===== src/rtl/demux_pkt_dispatcher.sv =====
// ---------------------------------------------------------------------------
// demux_pkt_dispatcher
//
// Packet-level 1x2 demux. Steers one valid/ready input stream to one of two
// registered output channels. Each packet is locked to a single channel from
// its first beat through its last beat. The channel comes either from the
// in_dest tag on the first beat (MODE 0) or from a per-packet round-robin
// pointer (MODE 1).
//
// Ports:
//   clk, rst                 clock, asynchronous active-high reset
//   en                       start enable (gates only the first beat of a packet)
//   in_valid/in_ready        input handshake (in_ready is combinational)
//   in_data/in_dest/in_last  input beat payload, destination tag, end of packet
//   out0_* / out1_*          registered output channels (valid/ready/data/last)
//   pkt_cnt0 / pkt_cnt1      wrapping count of packets delivered per channel
//   busy                     packet open or any output beat still pending
// ---------------------------------------------------------------------------
module demux_pkt_dispatcher #(
  parameter int DATA_W = 8,
  parameter int MODE   = 0,
  parameter int CNT_W  = 8
) (
  input  logic              clk,
  input  logic              rst,
  input  logic              en,
  input  logic              in_valid,
  output logic              in_ready,
  input  logic [DATA_W-1:0] in_data,
  input  logic              in_dest,
  input  logic              in_last,
  output logic              out0_valid,
  input  logic              out0_ready,
  output logic [DATA_W-1:0] out0_data,
  output logic              out0_last,
  output logic              out1_valid,
  input  logic              out1_ready,
  output logic [DATA_W-1:0] out1_data,
  output logic              out1_last,
  output logic [CNT_W-1:0]  pkt_cnt0,
  output logic [CNT_W-1:0]  pkt_cnt1,
  output logic              busy
);

  typedef enum logic {
    IDLE = 1'b0,
    PKT  = 1'b1
  } state_t;

  state_t state;
  state_t state_next;

  logic rr_ptr;
  logic dest_reg;
  logic tgt;
  logic can_accept0;
  logic can_accept1;
  logic tgt_can_accept;
  logic accept;
  logic load0;
  logic load1;

  // A channel can take a new beat when its register is empty or is being
  // drained this very cycle, which is what gives bubble-free throughput.
  assign can_accept0 = ~out0_valid | out0_ready;
  assign can_accept1 = ~out1_valid | out1_ready;

  // State register.
  always_ff @(posedge clk or posedge rst) begin
    if (rst) begin
      state <= IDLE;
    end else begin
      state <= state_next;
    end
  end

  // Next-state logic: a packet opens on an accepted non-last first beat and
  // closes on its accepted last beat; single-beat packets never leave IDLE.
  always_comb begin
    state_next = state;
    case (state)
      IDLE: if (accept && !in_last) state_next = PKT;
      PKT:  if (accept && in_last)  state_next = IDLE;
      default: state_next = IDLE;
    endcase
  end

  // Output logic: target channel selection, input ready and busy.
  // Once a packet is open, en no longer matters so the packet always finishes.
  always_comb begin
    tgt      = dest_reg;
    in_ready = 1'b0;
    busy     = out0_valid | out1_valid;
    case (state)
      IDLE: begin
        tgt      = (MODE == 1) ? rr_ptr : in_dest;
        in_ready = en & tgt_can_accept;
      end
      PKT: begin
        tgt      = dest_reg;
        in_ready = tgt_can_accept;
        busy     = 1'b1;
      end
      default: begin
        tgt      = dest_reg;
        in_ready = 1'b0;
      end
    endcase
  end

  assign tgt_can_accept = tgt ? can_accept1 : can_accept0;
  assign accept         = in_valid & in_ready;
  assign load0          = accept & ~tgt;
  assign load1          = accept & tgt;

  // Destination lock and round-robin pointer. The pointer advances once per
  // packet (on its last beat) and only in round-robin mode.
  always_ff @(posedge clk or posedge rst) begin
    if (rst) begin
      dest_reg <= 1'b0;
      rr_ptr   <= 1'b0;
    end else begin
      if (state == IDLE && accept && !in_last) begin
        dest_reg <= tgt;
      end
      if (MODE == 1 && accept && in_last) begin
        rr_ptr <= ~rr_ptr;
      end
    end
  end

  // Channel 0 output register. A load wins over a drain so a simultaneous
  // drain-and-load leaves the register valid with the new beat.
  always_ff @(posedge clk or posedge rst) begin
    if (rst) begin
      out0_valid <= 1'b0;
      out0_data  <= '0;
      out0_last  <= 1'b0;
    end else if (load0) begin
      out0_valid <= 1'b1;
      out0_data  <= in_data;
      out0_last  <= in_last;
    end else if (out0_ready) begin
      out0_valid <= 1'b0;
    end
  end

  // Channel 1 output register, same behaviour as channel 0.
  always_ff @(posedge clk or posedge rst) begin
    if (rst) begin
      out1_valid <= 1'b0;
      out1_data  <= '0;
      out1_last  <= 1'b0;
    end else if (load1) begin
      out1_valid <= 1'b1;
      out1_data  <= in_data;
      out1_last  <= in_last;
    end else if (out1_ready) begin
      out1_valid <= 1'b0;
    end
  end

  // Delivered-packet counters: a packet counts when its last beat leaves the
  // output register. Natural overflow gives the wrap.
  always_ff @(posedge clk or posedge rst) begin
    if (rst) begin
      pkt_cnt0 <= '0;
      pkt_cnt1 <= '0;
    end else begin
      if (out0_valid && out0_ready && out0_last) begin
        pkt_cnt0 <= pkt_cnt0 + CNT_W'(1);
      end
      if (out1_valid && out1_ready && out1_last) begin
        pkt_cnt1 <= pkt_cnt1 + CNT_W'(1);
      end
    end
  end

endmodule


===== config.mk =====
export PLATFORM = sky130hd
export DESIGN_NAME = demux_pkt_dispatcher
export DESIGN_NICKNAME = d
export VERILOG_FILES = /design/src/rtl/demux_pkt_dispatcher.sv
export SDC_FILE = /design/constraint.sdc
export NUM_CORES = 1
export LEC_CHECK = 0
export ABC_AREA = 1
export BUFFER_PORTS_ARGS = -buffer_cell sky130_fd_sc_hd__buf_4
export CAP_MARGIN = 30
export CORE_ASPECT_RATIO = 0.7
export CORE_UTILIZATION = 50
export DETAILED_ROUTE_END_ITERATION = 8
export PLACE_DENSITY = 0.74
export SYNTH_ARGS = -nofsm -noshare
export SYNTH_HDL_FRONTEND = slang
export SYNTH_SLANG_ARGS = --single-unit

===== constraint.sdc =====
create_clock -name clk -period 2 [get_ports clk]
set_clock_uncertainty 0.1 [all_clocks]
set_input_delay 0.1 -clock clk [delete_from_list [all_inputs] [get_ports clk]]
set_output_delay 0.1 -clock clk [all_outputs]
set_load 0.1 [all_outputs]

==> out/qor.csv <==
metric,value,unit
DR vias,1359,
CP Max Fanout,5,
hold depth,4,
max-cap violation count,0,
latest clock arrival within the worst-skew pair,0.29,ns
largest family of logic cells by synthesized area,simple AND/OR/NAND/NOR gates,
initial DRC count,77,
Num CTS Buffers,5,
Post-Syn Instances,168,
number of cells on the worst reg-to-reg path,8,
grt total ovfl,0,
I/O Buffers,53,
Post-Synth XOR/XNOR Area,6.519,%
"delay-heaviest family, CP",buffers and inverters,
worst path cell trace,inv_2 -> nand2_4 -> nand3_1 -> inv_2 -> nor2_8 -> buf_4,
Critical Path AT,1.55,ns
Sink Count,38,
simple-gate portion of the synthesized area,20.49,%
initial antenna violation count,0,
critical path type,register to output pin,
Post-CTS Resized,0,
core area,3233,um^2
HPWL Detailed,2.642,mm
max incr delay on CP,0.40,ns
Worst Tran Pin Value,0.4756,ns
RSZ-0062 raised after global routing,false,
"Slowest-stage cell, CP",dfrtp_1,
DRC violation count after routing,0,
routability cong.,0.7520,
adder-cell share of the synthesized area,1.433,%
Critical Path RT,1.80,ns
dpl cell area,2192,um^2
largest net degree at the start of global routing,39,
Die X-Extent,72.65,um
ranking of synthesized cells by area,"dfrtp_1, o21ai_2, nand2_1, xnor2_1, inv_1",
sequential area share after synthesis,54.44,%
Final min period,1.747,ns
reg2reg end,out0_last$_DFFE_PP0P_,
Post-CTS Repair Setup Buffers,0,
CP startpoint kind,register,
Ant. Diodes,0,
Crit. End Element,output pin,
mapped cell area,1747,um^2
Vert. Die Dim,51.45,um
Max Buffers Root-to-Sink,2,
layout cells sized above 1,42.08,%
post-synthesis mux area share,0.6447,%
final setup margin,0.2527,ns
hold path startpoint,in_valid,
Final setup viols,0,
H-tree depth,2,
post-route ant nets,0,
"Avg Cell Area, Syn",10.40,um^2
Hold Crit Class,primary input to register,
"Hold-fix buffers, CTS",12,
relative slew slack,68.30,%
register bit total from synthesis,38,
Area Growth Syn to Fin,40.54,%
maximum clock rate,572.3,MHz
outcome,"complete, no violations",
initial core utilization,54.02,%
Mapped Nets,186,
most frequent CP cell,inv_2,
number of global-route vias before repair,1350,
final hold violation count,0,
"area leader, netlist",dfrtp_1,
flip-flop and latch area,954.7,um^2
Synth cell types,25,
Bufs and invs on worst path,3,
Min-Delay Endpoint,dest_reg$_DFFE_PP0P_,
first-pass GRT wire length,6.341,mm
post-synth top area share,54.44,%
Synth Area in Compound Gates,10.60,%
TritonCTS clock tree,done,
Yosys warnings,0,
# IOs,54,
Final Cycle Share,87.37,%
root buf cell,clkbuf_8,
WL per Instance,13.28,um
GRT Resource Usage Total,23.87,%
Final Max Tran Viols,0,
drt pass-1 iters,4,
via/cell ratio,4.735,
post-detailed-routing wire length,3.810,mm
Place WS,0.3643,ns
TNS Setup,0,ns
post-route cell area,2455,um^2
# nets final,257,
Placement Rows,17,
Die Area,3738,um^2
filler instances,229,
Worst-path clk slew,0.07,ns
multi-input logic area,693.2,um^2
reg2reg setup slack,0.34,ns
==> Yosys cell counts (all sizes together) <==
cell type and n:
xnor2 9, nand3b 1, nand4 2, mux2 1
dfrtp 38, a21oi 1, or2 1, nand2 44
ha 2, clkinv 2, nor2 10, inv 19
buf 2, nor3 1, nand3 10, o21ai 21
xor2 4
==> cells by family after synthesis <==
kind of cell / after synthesis
mux: 1
fa+ha+maj: 2
flops: 38
simple gates: 69
buf+inv: 23
xor+xnor: 13
compound gates: 22
==> per-layer routing <==
layer | share of wire [%] | track usage, % | up-vias
met5 | 0 | 0 | -
met2 | 47 | 36.45 | 38
met4 | 1.3 | 11.44 | 0
met3 | 4.4 | 6.312 | 8
met1 | 47 | 31.71 | 637
li1 | - | - | 676
==> through the flow <==
stage                     hold slack (ns)  util [%]  cells
after CTS                         0.06855     75.93    287
after floorplan                   0.06899         -    168
after detailed placement           0.1454     67.80    267
after global routing              0.09633     75.93    287
after global placement             0.1374     67.80    267
final                             0.07672     75.93    287
==> final cells by class <==
type,count,share of cell area [%]
multi-input cells,107,28.24
clock inverters,2,2.446
inverters,21,3.262
repair buffers,66,21.41
well taps,47,2.396
flip-flops and latches,38,38.89
clock buffers,6,3.364
==> worst max path at each step <==
stage	start	endpoint	depth (start not counted)
finish	register	in_ready	6
global route	register	in_ready	6
CTS	register	in_ready	6
detailed placement	register	out0_last$_DFFE_PP0P_	8
global placement	register	out0_data[1]$_DFFE_PP0P_	8
floorplan	out0_last$_DFFE_PP0P_	pkt_cnt0[6]$_DFFE_PP0P_	6
==> worst register-to-register path: stages (launching register included) <==
cell,delay (ns)
dfrtp_1,0.40
inv_2,0.11
nand2_4,0.07
nand3_1,0.13
inv_2,0.08
nor2_8,0.16
nand3_4,0.26
nand2_1,0.18
o21ai_2,0.06
==> cell usage in the layout (no fill, tap or decap), types with 2 or more instances in the layout <==
master / count
dfrtp_2: 3
nand4_1: 2
clkbuf_8: 6
o21ai_2: 20
inv_1: 13
nand3_1: 8
xnor2_1: 9
ha_1: 2
xor2_1: 4
nor2_1: 8
nand2_1: 40
dlygate4sd3_1: 12
inv_2: 6
buf_4: 54
nand3_4: 2
dfrtp_1: 35
bufinv_16: 2
nand2_4: 3
Power is not shown: default switching activity piles up to over one toggle a cycle in this logic, so the estimate is an artifact.
